[src/rtl/mseq_modulator.sv]
// mseq_modulator
//
// Baseband source and modulator stage. Each rising edge of the bit-rate clock
// clk_m produces one framed data bit. A frame is an alternating preamble
// (1,0,1,0,...) of PREAMBLE_LEN bits followed by one full period (2^W-1 bits)
// of a maximal-length LFSR sequence. Frames repeat back to back while enable
// stays high. The framed bit stream keys the carrier clk_carry to form mod_out.
//
// Configuration macro:
//   MSEQ_BPSK_EN  defined   : mod_out = seq_bit ? clk_carry : ~clk_carry (BPSK)
//                 undefined : mod_out = clk_carry & seq_bit             (OOK)
//   In both modes mod_out is held at 0 while the FSM is IDLE.
//
// Ports:
//   clk          in   system clock (50 MHz)
//   rst_n        in   asynchronous active-low reset
//   clk_m        in   bit-rate clock, synchronous to clk
//   clk_carry    in   carrier clock
//   enable       in   transmit request, sampled only at bit events
//   seq_bit      out  current framed data bit (registered)
//   bit_strobe   out  one-cycle pulse when seq_bit updates
//   frame_start  out  one-cycle pulse with the first preamble bit of a frame
//   mod_out      out  modulated carrier (registered)
//   state        out  FSM state: 0 IDLE, 1 PREAMBLE, 2 SEQUENCE

module mseq_modulator #(
  parameter int                    LFSR_WIDTH   = 7,
  parameter logic [LFSR_WIDTH-1:0] TAPS         = 7'b1100000,
  parameter logic [LFSR_WIDTH-1:0] SEED         = 7'b0000001,
  parameter int                    PREAMBLE_LEN = 8
) (
  input  logic       clk,
  input  logic       rst_n,
  input  logic       clk_m,
  input  logic       clk_carry,
  input  logic       enable,
  output logic       seq_bit,
  output logic       bit_strobe,
  output logic       frame_start,
  output logic       mod_out,
  output logic [1:0] state
);

  typedef enum logic [1:0] {
    ST_IDLE     = 2'd0,
    ST_PREAMBLE = 2'd1,
    ST_SEQUENCE = 2'd2
  } state_t;

  localparam logic [7:0]            PRE_LEN  = 8'(PREAMBLE_LEN);
  localparam logic [LFSR_WIDTH-1:0] SEQ_LAST = '1;
  localparam logic [LFSR_WIDTH-1:0] SEQ_ONE  = {{(LFSR_WIDTH-1){1'b0}}, 1'b1};

  state_t                r_state;
  logic                  r_clk_m_d;
  logic                  r_seq_bit;
  logic                  r_bit_strobe;
  logic                  r_frame_start;
  logic                  r_mod_out;
  logic [7:0]            r_pre_cnt;
  logic [LFSR_WIDTH-1:0] r_seq_cnt;
  logic [LFSR_WIDTH-1:0] r_lfsr;

  state_t                w_next_state;
  logic                  w_bit_event;
  logic                  w_pre_done;
  logic                  w_seq_done;
  logic [LFSR_WIDTH-1:0] w_lfsr_shift;
  logic                  w_next_seq_bit;
  logic                  w_next_frame_start;
  logic                  w_next_mod;
  logic                  w_mod_raw;
  logic [7:0]            w_next_pre_cnt;
  logic [LFSR_WIDTH-1:0] w_next_seq_cnt;
  logic [LFSR_WIDTH-1:0] w_next_lfsr;

  // clk_m_d resets to 1 so a clk_m already high at reset release is not
  // mistaken for a rising edge.
  assign w_bit_event  = clk_m & ~r_clk_m_d;
  assign w_pre_done   = (r_pre_cnt == PRE_LEN);
  assign w_seq_done   = (r_seq_cnt == SEQ_LAST);
  assign w_lfsr_shift = {r_lfsr[LFSR_WIDTH-2:0], ^(r_lfsr & TAPS)};

  // State and datapath registers.
  always_ff @(posedge clk or negedge rst_n) begin
    if (!rst_n) begin
      r_state       <= ST_IDLE;
      r_clk_m_d     <= 1'b1;
      r_seq_bit     <= 1'b0;
      r_bit_strobe  <= 1'b0;
      r_frame_start <= 1'b0;
      r_mod_out     <= 1'b0;
      r_pre_cnt     <= 8'd0;
      r_seq_cnt     <= '0;
      r_lfsr        <= SEED;
    end else begin
      r_state       <= w_next_state;
      r_clk_m_d     <= clk_m;
      r_seq_bit     <= w_next_seq_bit;
      r_bit_strobe  <= w_bit_event;
      r_frame_start <= w_next_frame_start;
      r_mod_out     <= w_next_mod;
      r_pre_cnt     <= w_next_pre_cnt;
      r_seq_cnt     <= w_next_seq_cnt;
      r_lfsr        <= w_next_lfsr;
    end
  end

  // Next-state logic. A low enable at an event always wins, including on the
  // last body bit, so a dropped request never starts a new frame.
  always_comb begin
    w_next_state = r_state;
    if (w_bit_event) begin
      if (!enable) begin
        w_next_state = ST_IDLE;
      end else begin
        case (r_state)
          ST_IDLE:     w_next_state = ST_PREAMBLE;
          ST_PREAMBLE: if (w_pre_done) w_next_state = ST_SEQUENCE;
          ST_SEQUENCE: if (w_seq_done) w_next_state = ST_PREAMBLE;
          default:     w_next_state = ST_IDLE;
        endcase
      end
    end
  end

  // Output and datapath next values. Every frame start reloads SEED so that
  // all frames are bit-identical.
  always_comb begin
    w_next_seq_bit     = r_seq_bit;
    w_next_frame_start = 1'b0;
    w_next_pre_cnt     = r_pre_cnt;
    w_next_seq_cnt     = r_seq_cnt;
    w_next_lfsr        = r_lfsr;
    if (w_bit_event) begin
      if (!enable || (r_state != ST_IDLE && r_state != ST_PREAMBLE &&
                      r_state != ST_SEQUENCE)) begin
        w_next_seq_bit = 1'b0;
        w_next_pre_cnt = 8'd0;
        w_next_seq_cnt = '0;
        w_next_lfsr    = SEED;
      end else if (r_state == ST_IDLE ||
                   (r_state == ST_SEQUENCE && w_seq_done)) begin
        w_next_seq_bit     = 1'b1;
        w_next_frame_start = 1'b1;
        w_next_pre_cnt     = 8'd1;
        w_next_seq_cnt     = '0;
        w_next_lfsr        = SEED;
      end else if (r_state == ST_PREAMBLE && !w_pre_done) begin
        // Preamble bit n (1-based) is 1 for odd n; the next bit is n+1.
        w_next_seq_bit = ~r_pre_cnt[0];
        w_next_pre_cnt = r_pre_cnt + 8'd1;
      end else begin
        // Body bit: either the first one after the preamble or a later one.
        w_next_seq_bit = r_lfsr[LFSR_WIDTH-1];
        w_next_lfsr    = w_lfsr_shift;
        w_next_pre_cnt = 8'd0;
        w_next_seq_cnt = (r_state == ST_PREAMBLE) ? SEQ_ONE : r_seq_cnt + SEQ_ONE;
      end
    end

    // The carrier is keyed by the bit that seq_bit will show next cycle, so
    // mod_out changes together with seq_bit and state.
`ifdef MSEQ_BPSK_EN
    w_mod_raw = w_next_seq_bit ? clk_carry : ~clk_carry;
`else
    w_mod_raw = clk_carry & w_next_seq_bit;
`endif
    w_next_mod = (w_next_state == ST_IDLE) ? 1'b0 : w_mod_raw;
  end

  assign seq_bit     = r_seq_bit;
  assign bit_strobe  = r_bit_strobe;
  assign frame_start = r_frame_start;
  assign mod_out     = r_mod_out;
  assign state       = r_state;

endmodule

[config.mk]
export PLATFORM = sky130hd
export DESIGN_NAME = mseq_modulator
export DESIGN_NICKNAME = d
export VERILOG_FILES = /design/src/rtl/mseq_modulator.sv
export SDC_FILE = /design/constraint.sdc
export NUM_CORES = 1
export LEC_CHECK = 0
export CAP_MARGIN = 30
export CORE_MARGIN = 1.5
export CORE_UTILIZATION = 36
export CTS_BUF_LIST = sky130_fd_sc_hd__clkbuf_2
export DETAILED_ROUTE_END_ITERATION = 7
export HOLD_SLACK_MARGIN = 0.08
export PLACE_DENSITY_LB_ADDON = 0.2
export SLEW_MARGIN = 20
export SYNTH_ARGS = -nofsm -noshare
export SYNTH_HDL_FRONTEND = slang
export SYNTH_SLANG_ARGS = --single-unit
[constraint.sdc]
create_clock -name clk -period 2.12 [get_ports clk]
set_input_delay 0.318 -clock clk [delete_from_list [all_inputs] [get_ports clk]]
set_output_delay 0.318 -clock clk [all_outputs]
set_load 0.01 [all_outputs]
Word level (Yosys, flattened, before mapping)
Index checks and enable logic that the tools add are counted.
W data, S select, Z words.
{"block": "op_classes", "n_bitwise": 4, "eq_ne": 7, "addsub": 2, "mux": 23, "n_reduce_logical": 13}
{"operator": "$mux W7", "count": 7}
{"operator": "$mux W8", "count": 3}
{"operator": "$add A8 B1 Y8 const B", "count": 1}
{"operator": "$eq A8 B4 Y1 const B", "count": 1}
{"operator": "$mux W1", "count": 8}
{"operator": "$mux W2", "count": 4}
{"operator": "$add A7 B1 Y7 const B", "count": 1}
{"operator": "$eq A7 B7 Y1 const B", "count": 1}
{"operator": "$reduce_xor A7 Y1", "count": 1}
{"operator": "$pmux W2 S3", "count": 1}
{"operator": "$logic_and A1 B1 Y1", "count": 4}
{"operator": "$logic_not A2 Y1", "count": 2}
{"operator": "$ne A3 B3 Y1 const B", "count": 1}
{"operator": "$and A1 B1 Y1", "count": 2}
{"operator": "$eq A2 B1 Y1 const B", "count": 1}
{"operator": "$eq A2 B2 Y1 const B", "count": 1}
{"operator": "$logic_not A1 Y1", "count": 2}
{"operator": "$logic_or A1 B1 Y1", "count": 2}
{"operator": "$ne A2 B1 Y1 const B", "count": 1}
{"operator": "$ne A2 B2 Y1 const B", "count": 1}
{"operator": "$not A1 Y1", "count": 2}
{"operator": "$reduce_and A2 Y1", "count": 1}
{"operator": "$reduce_bool A2 Y1", "count": 1}
{"block": "word_totals", "elab_cells": 58, "regBits": 29, "output_inout_bits": 6}

Longest topological paths before layout
Gate-level depths: netlist of the first run.
{"block": "depth", "depth_word": 9, "mapped_depth": 7, "mapped_depth_nobuf": 6}

Least setup slack after synthesis of the first run
No wires, ideal clock.
{"block": "synth_path", "path_type": "reg2reg", "from": "register r_pre_cnt[0]", "to": "register r_lfsr[0]", "stages_incl_launch_ff": 7, "path_slack_ns": 0.430, "t_required_ns": 2.040, "setup_time_ns": 0.080, "t_arrival_ns": 1.611, "period_less_slack_ns": 1.690, "cell_sequence": "dfrtp_1 > inv_1 > ha_1 > nor4b_4 > a21boi_2 > or4_1 > o22a_1"}
{"block": "synth_between", "elab_chain_len": 5}
{"item": "start: declaration", "line_no": "60", "rtl": "logic [7:0] r_pre_cnt;"}
{"item": "start signal: assignment", "line_no": "103", "rtl": "r_pre_cnt <= w_next_pre_cnt;"}
{"item": "$eq A8 B4 Y1", "line_no": "80", "rtl": "assign w_pre_done = (r_pre_cnt == PRE_LEN);"}
{"item": "$logic_not A1 Y1", "line_no": "149", "rtl": "end else if (r_state == ST_PREAMBLE && !w_pre_done) begin"}
{"item": "$logic_and A1 B1 Y1", "line_no": "149"}
{"item": "$ne A3 B3 Y1 (no source line)"}
{"item": "$reduce_and A2 Y1 (no source line)"}
{"item": "end signal: assignment", "line_no": "105", "rtl": "r_lfsr <= w_next_lfsr;"}
{"item": "end: declaration", "line_no": "62", "rtl": "logic [LFSR_WIDTH-1:0] r_lfsr;"}
Every way passes these cells.
A chain may end at the register's enable or synchronous reset.

Worst setup path after layout of the first run
{"block": "layout_path", "from": "register r_pre_cnt[0]", "to": "register r_lfsr[1]"}
Same word-level chain as after synthesis.

==> results.py, run 1 <==
metrics = {
    "critical_path": {
        "timing.critical_path.arrival_ns": 2.13,
        "worst_r2r_endpoint": "r_lfsr[1]$_DFFE_PN0P_",
        "worst_ep_required_time_ns": 2.37,
        "worst-path-max-fanout": 6,
        "ff2ff_path_depth": 7,
        "r2r_slack_ns": 0.24,
        "criticalPathCategory": "reg -> reg",
        "setup.worst_path.end_class": "flop",
        "setup.worst_path.start_class": "flop",
        "regToRegStartpoint": "r_pre_cnt[0]$_DFFE_PN0P_",
    },
    "synth": {
        "dominantRegCellSynth": "dfrtp_1",
        "synth_adder_area_share_pct": 2.48,
        "synth_edf_count": 0,
        "yosys.area_share.xor_xnor_pct": 2.31,
        "seq_area_frac_synth_pct": 48.0,
        "dominant_cell_by_count_in_the_synthesized_netlist": "dfrtp_1",
        "synth_compound_area_share_pct": 23.1,
        "yosysTopAreaCellShare_pct": 44.6,
        "mappedNetlistArea_sq_um": 1520,
        "syn-mean-instance-area_sq_um": 9.60,
        "post_synth_and_or_nand_nor_area_fraction_pct": 19.3,
        "ys_warn_count": 0,
        "ys_top_cells_by_count": "dfrtp_1, nand2_1, o21ai_0, inv_1, nor2_1",
        "synth-seq-cells": 29,
        "async_reset_ff_share_pct": 100,
        "synthesis.nets": 166,
        "synth_top_family_by_area": "compound AO/OA/AOI/OAI gates",
        "synth_mux_area_share_pct": 0.660,
        "post_synth_num_cell_types": 45,
        "synth.top_cells.by_area": "dfrtp_1, nand2_1, o21ai_0",
        "number_of_standard_cells_after_synthesis": 158,
        "synthDominantAreaCellType": "dfrtp_1",
    },
    "timing": {
        "slew_at_the_pin_with_the_worst_max_slew_slack_ns": 0.417,
        "setup_tns_ns": 0,
        "clock_period_minus_worst_slack_ns": 1.88,
        "relSlewSlack_pct": 72.1,
        "max_freq_ghz": 0.531,
        "maxSlewViolCount": 0,
        "final_count_of_hold_timing_violations": 0,
        "final_period_util_pct": 88.8,
        "fin_worst_skew_ns": 0.0142,
        "setup_viol": 0,
        "rsz0062_at_grt": "no",
    },
    "global_route": {
        "total_global_routing_track_utilization_pct": 17.4,
        "grt_start_max_net_pins": 30,
        "vias_in_the_first_global_route": 1259,
        "grt_antenna_before_repair": 0,
        "grt_pass1_wl_um": 5980,
        "overflow": 0,
    },
    "drt": {
        "drc": 0,
        "average_detailed_routed_wire_length_per_instance_um": 14.5,
        "detail_route.vias_per_cell": 5.48,
        "drtIter0Drc": 51,
        "detailed_routing_iteration_count_for_the_pre_antenna_repair_pass": 5,
        "ant_nets": 0,
        "drt-total-wl_um": 3310,
        "num_vias": 1249,
    },
    "layout": {
        "antennaDiodeCount": 0,
        "finalNonFillerCells": 228,
        "final.fill_count": 405,
        "area.growth.synth_to_final_pct": 16.2,
        "layout-drive-gt1-share_pct": 14.0,
        "design.final.nets": 185,
    },
    "clocking": {
        "htree_levels": 2,
        "cts_buffer_depth": 2,
        "ctsRootBufferMaster": "clkbuf_2",
        "tritoncts_num_sinks": 29,
        "cts_post_setup_buffers_inserted": 0,
        "cts_hold_buf": 0,
        "tritoncts_clock_tree": "done",
        "worstSkewPairLatency_ns": 0.34,
        "number_of_buffers_created_by_cts": 5,
        "cts_resized": 0,
        "clk_slew_on_worst_s_h_paths_ns": 0.15,
    },
    "floorplanning": {
        "core_area_sq_um": 4030,
        "chipWidth_um": 67.9,
        "ioPinCount": 11,
        "core.rowCount": 23,
        "initial_core_util_pct": 37.6,
        "floorplan.die_area_sq_um": 4610,
        "fp.dieH_um": 67.9,
    },
    "pwr": {
        "internal_power_uw": 786,
        "max-vdd-ir-drop_mv": 0.350,
        "clkPwrFrac_pct": 25.1,
        "power_leakage_nw": 0.772,
        "power.sequential.fraction_pct": 56.3,
        "swShare_pct": 29.4,
        "combinational_fraction_of_design_power_pct": 18.6,
        "total_switching_power_uw": 327,
        "pwr_density_cell_nw_per_um2": 632,
    },
    "place": {
        "dp_cells": 219,
        "gpl_wtd_cong": 0.794,
        "place_hpwl_um": 2320,
        "port_buffers": 10,
    },
    "hold_path": {
        "hold_path_class": "in -> async",
    },
    "job": {
        "max-cap-violations": 0,
    },
    "outcome": {
        "status": "completed",
    },
}
## cell usage in the layout, fill, tap and decap left out, types with 3 or more instances in the layout
master	n
xnor2_1	3
ha_1	3
nand2b_1	3
a21oi_1	5
a21o_1	3
nor4_1	3
nand3_1	6
dfrtp_1	27
nand2_1	21
buf_4	10
clkdlybuf4s50_1	10
o21a_1	3
clkbuf_2	8
o31ai_1	7
o21ai_0	15
nor2_1	8
inv_1	8
## how the worst max path moves through the flow
stage / start / endpoint / cells past startpoint
after CTS: r_pre_cnt[0]$_DFFE_PN0P_ / r_lfsr[1]$_DFFE_PN0P_ / 7
after floorplan: r_pre_cnt[0]$_DFFE_PN0P_ / r_lfsr[0]$_DFFE_PN1P_ / 6
after detailed placement: enable / r_lfsr[1]$_DFFE_PN0P_ / 6
final: r_pre_cnt[0]$_DFFE_PN0P_ / r_lfsr[1]$_DFFE_PN0P_ / 7
after global routing: r_pre_cnt[0]$_DFFE_PN0P_ / r_lfsr[2]$_DFFE_PN0P_ / 7
after global placement: enable / r_seq_cnt[0]$_DFFE_PN0P_ / 6
## critical path, stage by stage (launching register included)
cell,delay [ns]
dfrtp_1,0.45
inv_1,0.09
ha_1,0.16
nor4b_4,0.25
a21boi_2,0.11
nand2b_1,0.28
buf_4,0.22
o31ai_1,0.23
## power groups by stage
stage               clock (mW)  combinational [mW]  sequential, mW
CTS                      0.291               0.202           0.626
global placement             0               0.198           0.635
floorplan                    0               0.121           0.628
finish                   0.279               0.207           0.627
detailed placement           0               0.200           0.637
global route             0.319               0.232           0.634
## layer usage
layer / part of all wire, % / global-route usage [%] / up-vias
met5: 0 / 0 / -
met4: 0.69 / 6.25 / 0
met3: 5.0 / 4.44 / 2
met2: 47 / 27.2 / 29
met1: 48 / 23.4 / 601
li1: - / - / 617
## flip-flops by register name (all words and copies together) (netlist names)
name,flops
r_lfsr,7
seq_bit,1
r_clk_m_d,1
r_seq_cnt,7
frame_start,1
state,2
mod_out,1
r_pre_cnt,8
bit_strobe,1
## stage by stage
step	hold WS (ns)	instance area [sq um]	power, mW	setup WS [ns]	util (%)
floorplan	0.0224	1520	0.749	0.430	-
global placement	0.489	1710	0.833	0.224	42.5
detailed placement	0.503	1710	0.838	0.177	42.5
CTS	0.343	1750	1.12	0.154	43.5
global route	0.359	1760	1.18	0.0781	43.7
finish	0.341	1760	1.11	0.236	43.7
## cell families after synthesis
group	Yosys count
and+or+nand+nor	55
AOI/OAI and AO/OA	50
DFF	29
buffers and inverters	16
xor gates and xnor gates	4
adders and majority gates	3
muxes	1
## area by class of cell
type / count / area (sq um) / share of cell area, %
Inverter: 8 / 30.0 / 1.70
Clock buffer: 8 / 40.0 / 2.27
Timing Repair Buffer: 20 / 175 / 9.94
Sequential cell: 29 / 728 / 41.3
Multi-Input combinational cell: 113 / 726 / 41.2
Tap cell: 50 / 62.6 / 3.55
(Power assumes the default switching activity.)
==> inputs of run 2 (changes only) <==
- CORE_UTILIZATION: 36 -> 60
- REMOVE_ABC_BUFFERS: not set -> 1
- SLEW_MARGIN: 20 -> not set
==> run 2 against run 1 <==
Fmax is 0.18% higher. Clock skew grew 0.011 ns. Worst hold slack worse by 0.026 ns. Register-to-register slack about the same. Clock power increased by 38%. Total power up 9.7%. Setup slack better by 0.0034 ns. First-iteration DRC count shrank 41%. Highest routed layer unchanged.
==> results.py, run 2 (synthesis results as in run 1) <==
metrics = {
    "drt": {
        "ant_nets": 0,
        "detailed_routing_iteration_count_for_the_pre_antenna_repair_pass": 4,
        "num_vias": 1245,
        "average_detailed_routed_wire_length_per_instance_um": 15.4,
        "detail_route.vias_per_cell": 5.99,
        "drt-total-wl_um": 3210,
        "drc": 0,
        "drtIter0Drc": 30,
    },
    "floorplanning": {
        "floorplan.die_area_sq_um": 2840,
        "ioPinCount": 11,
        "initial_core_util_pct": 62.3,
        "core.rowCount": 18,
        "core_area_sq_um": 2430,
        "chipWidth_um": 53.3,
        "fp.dieH_um": 53.3,
    },
    "clocking": {
        "cts_hold_buf": 0,
        "cts_resized": 0,
        "ctsRootBufferMaster": "clkbuf_2",
        "cts_post_setup_buffers_inserted": 0,
        "worstSkewPairLatency_ns": 0.37,
        "tritoncts_clock_tree": "done",
        "clk_slew_on_worst_s_h_paths_ns": 0.15,
        "tritoncts_num_sinks": 29,
        "htree_levels": 2,
        "number_of_buffers_created_by_cts": 5,
        "cts_buffer_depth": 2,
    },
    "critical_path": {
        "cp_startpoint": "r_pre_cnt[0]$_DFFE_PN0P_",
        "criticalPathCategory": "reg -> reg",
        "setup.worst_path.end_class": "flop",
        "worst-path-max-fanout": 6,
        "regToRegStartpoint": "r_pre_cnt[0]$_DFFE_PN0P_",
        "timing.critical_path.arrival_ns": 2.17,
        "setup.worst_path.start_class": "flop",
        "worst_ep_required_time_ns": 2.41,
    },
    "timing": {
        "max_freq_ghz": 0.532,
        "relSlewSlack_pct": 74.0,
        "slew_at_the_pin_with_the_worst_max_slew_slack_ns": 0.389,
        "fin_worst_skew_ns": 0.0249,
        "setup_viol": 0,
        "maxSlewViolCount": 0,
        "final_count_of_hold_timing_violations": 0,
        "final_period_util_pct": 88.7,
        "rsz0062_at_grt": "no",
        "clock_period_minus_worst_slack_ns": 1.88,
        "setup_tns_ns": 0,
    },
    "global_route": {
        "total_global_routing_track_utilization_pct": 27.3,
        "grt_start_max_net_pins": 30,
        "vias_in_the_first_global_route": 1149,
        "grt_pass1_wl_um": 5320,
        "grt_antenna_before_repair": 0,
        "overflow": 0,
    },
    "place": {
        "place_hpwl_um": 2370,
        "port_buffers": 10,
        "gpl_wtd_cong": 0.920,
        "dp_cells": 200,
    },
    "layout": {
        "design.final.nets": 185,
        "largest_register_ff_count": 8,
        "antennaDiodeCount": 0,
        "layout-drive-gt1-share_pct": 13.5,
        "biggestRegsByFlops": "r_pre_cnt: 8 flops, r_lfsr: 7 flops, r_seq_cnt: 7 flops",
        "final_cell_mix": "dfrtp_1, nand2_1, o21ai_0",
        "finalNonFillerCells": 208,
        "largest-register": "r_pre_cnt",
        "area.growth.synth_to_final_pct": 16.1,
        "layout_commonest_cell": "dfrtp_1",
    },
    "pwr": {
        "combinational_fraction_of_design_power_pct": 17.6,
        "clkPwrFrac_pct": 31.7,
        "post-layout-total-power_mw": 1.22,
        "pwr_density_cell_nw_per_um2": 693,
        "power_leakage_nw": 0.780,
        "total_switching_power_uw": 330,
        "power.sequential.fraction_pct": 50.7,
        "swShare_pct": 27.0,
        "internal_power_uw": 891,
        "max-vdd-ir-drop_mv": 0.938,
    },
    "outcome": {
        "status": "completed",
    },
    "job": {
        "max-cap-violations": 0,
    },
    "hold_path": {
        "hold_path_class": "in -> async",
    },
}
==> run 2: worst paths after layout <==
check / to / slack (ns) / cells after the start
min in group clk: r_clk_m_d$_DFF_PN1_ / 0.38 / 1
min reg2reg: r_lfsr[2]$_DFFE_PN0P_ / 0.51 / 2
max in group asynchronous: r_clk_m_d$_DFF_PN1_ / 1.49 / 2
max: r_lfsr[6]$_DFFE_PN0P_ / 0.24 / 7
min: frame_start$_DFF_PN0_ / 0.31 / 2
max reg2reg: r_lfsr[6]$_DFFE_PN0P_ / 0.24 / 7
==> run 2: routing by layer <==
layer / vias to the layer above / GRT usage, % / wire, um
met5: - / 0 / 0
li1: 615 / - / -
met1: 593 / 36.2 / 1430
met3: 8 / 8.47 / 135
met2: 29 / 41.6 / 1570
met4: 0 / 10.7 / 72
==> run 2: critical path, cell delays in order, from the launching register on <==
cell and delay [ns]:
dfrtp_1 0.45, inv_1 0.09, ha_1 0.15, nor4b_4 0.30, a21boi_2 0.13, nand2b_1 0.25, buf_4 0.20, o31ai_1 0.24
==> run 2: metrics by stage <==
stage          hold WS [ns]  setup WS, ns  instance area, sq um  util [%]
2_1_floorplan        0.0224         0.294                  1480         -
3_3_place_gp          0.488         0.199                  1700      69.8
3_5_place_dp          0.504         0.175                  1700      69.8
4_1_cts               0.316         0.224                  1760      72.4
5_1_grt               0.320        0.0831                  1760      72.4
6_report              0.315         0.240                  1760      72.4
==> run 2: power by group through the flow <==
stage | combinational, mW | sequential (mW) | clock [mW]
global placement | 0.206 | 0.628 | 0
global route | 0.237 | 0.623 | 0.425
CTS | 0.216 | 0.619 | 0.397
floorplan | 0.105 | 0.634 | 0
detailed placement | 0.216 | 0.629 | 0
finish | 0.215 | 0.619 | 0.386
==> run 2: area by class of cell <==
cell class / instances / area, sq um
clock buffers: 6 / 30.0
clock inverters: 2 / 33.8
fillers: 191 / 672
inverters: 8 / 30.0
multi-input cells: 113 / 726
flip-flops and latches: 29 / 728
well taps: 30 / 37.5
repair buffers: 20 / 175
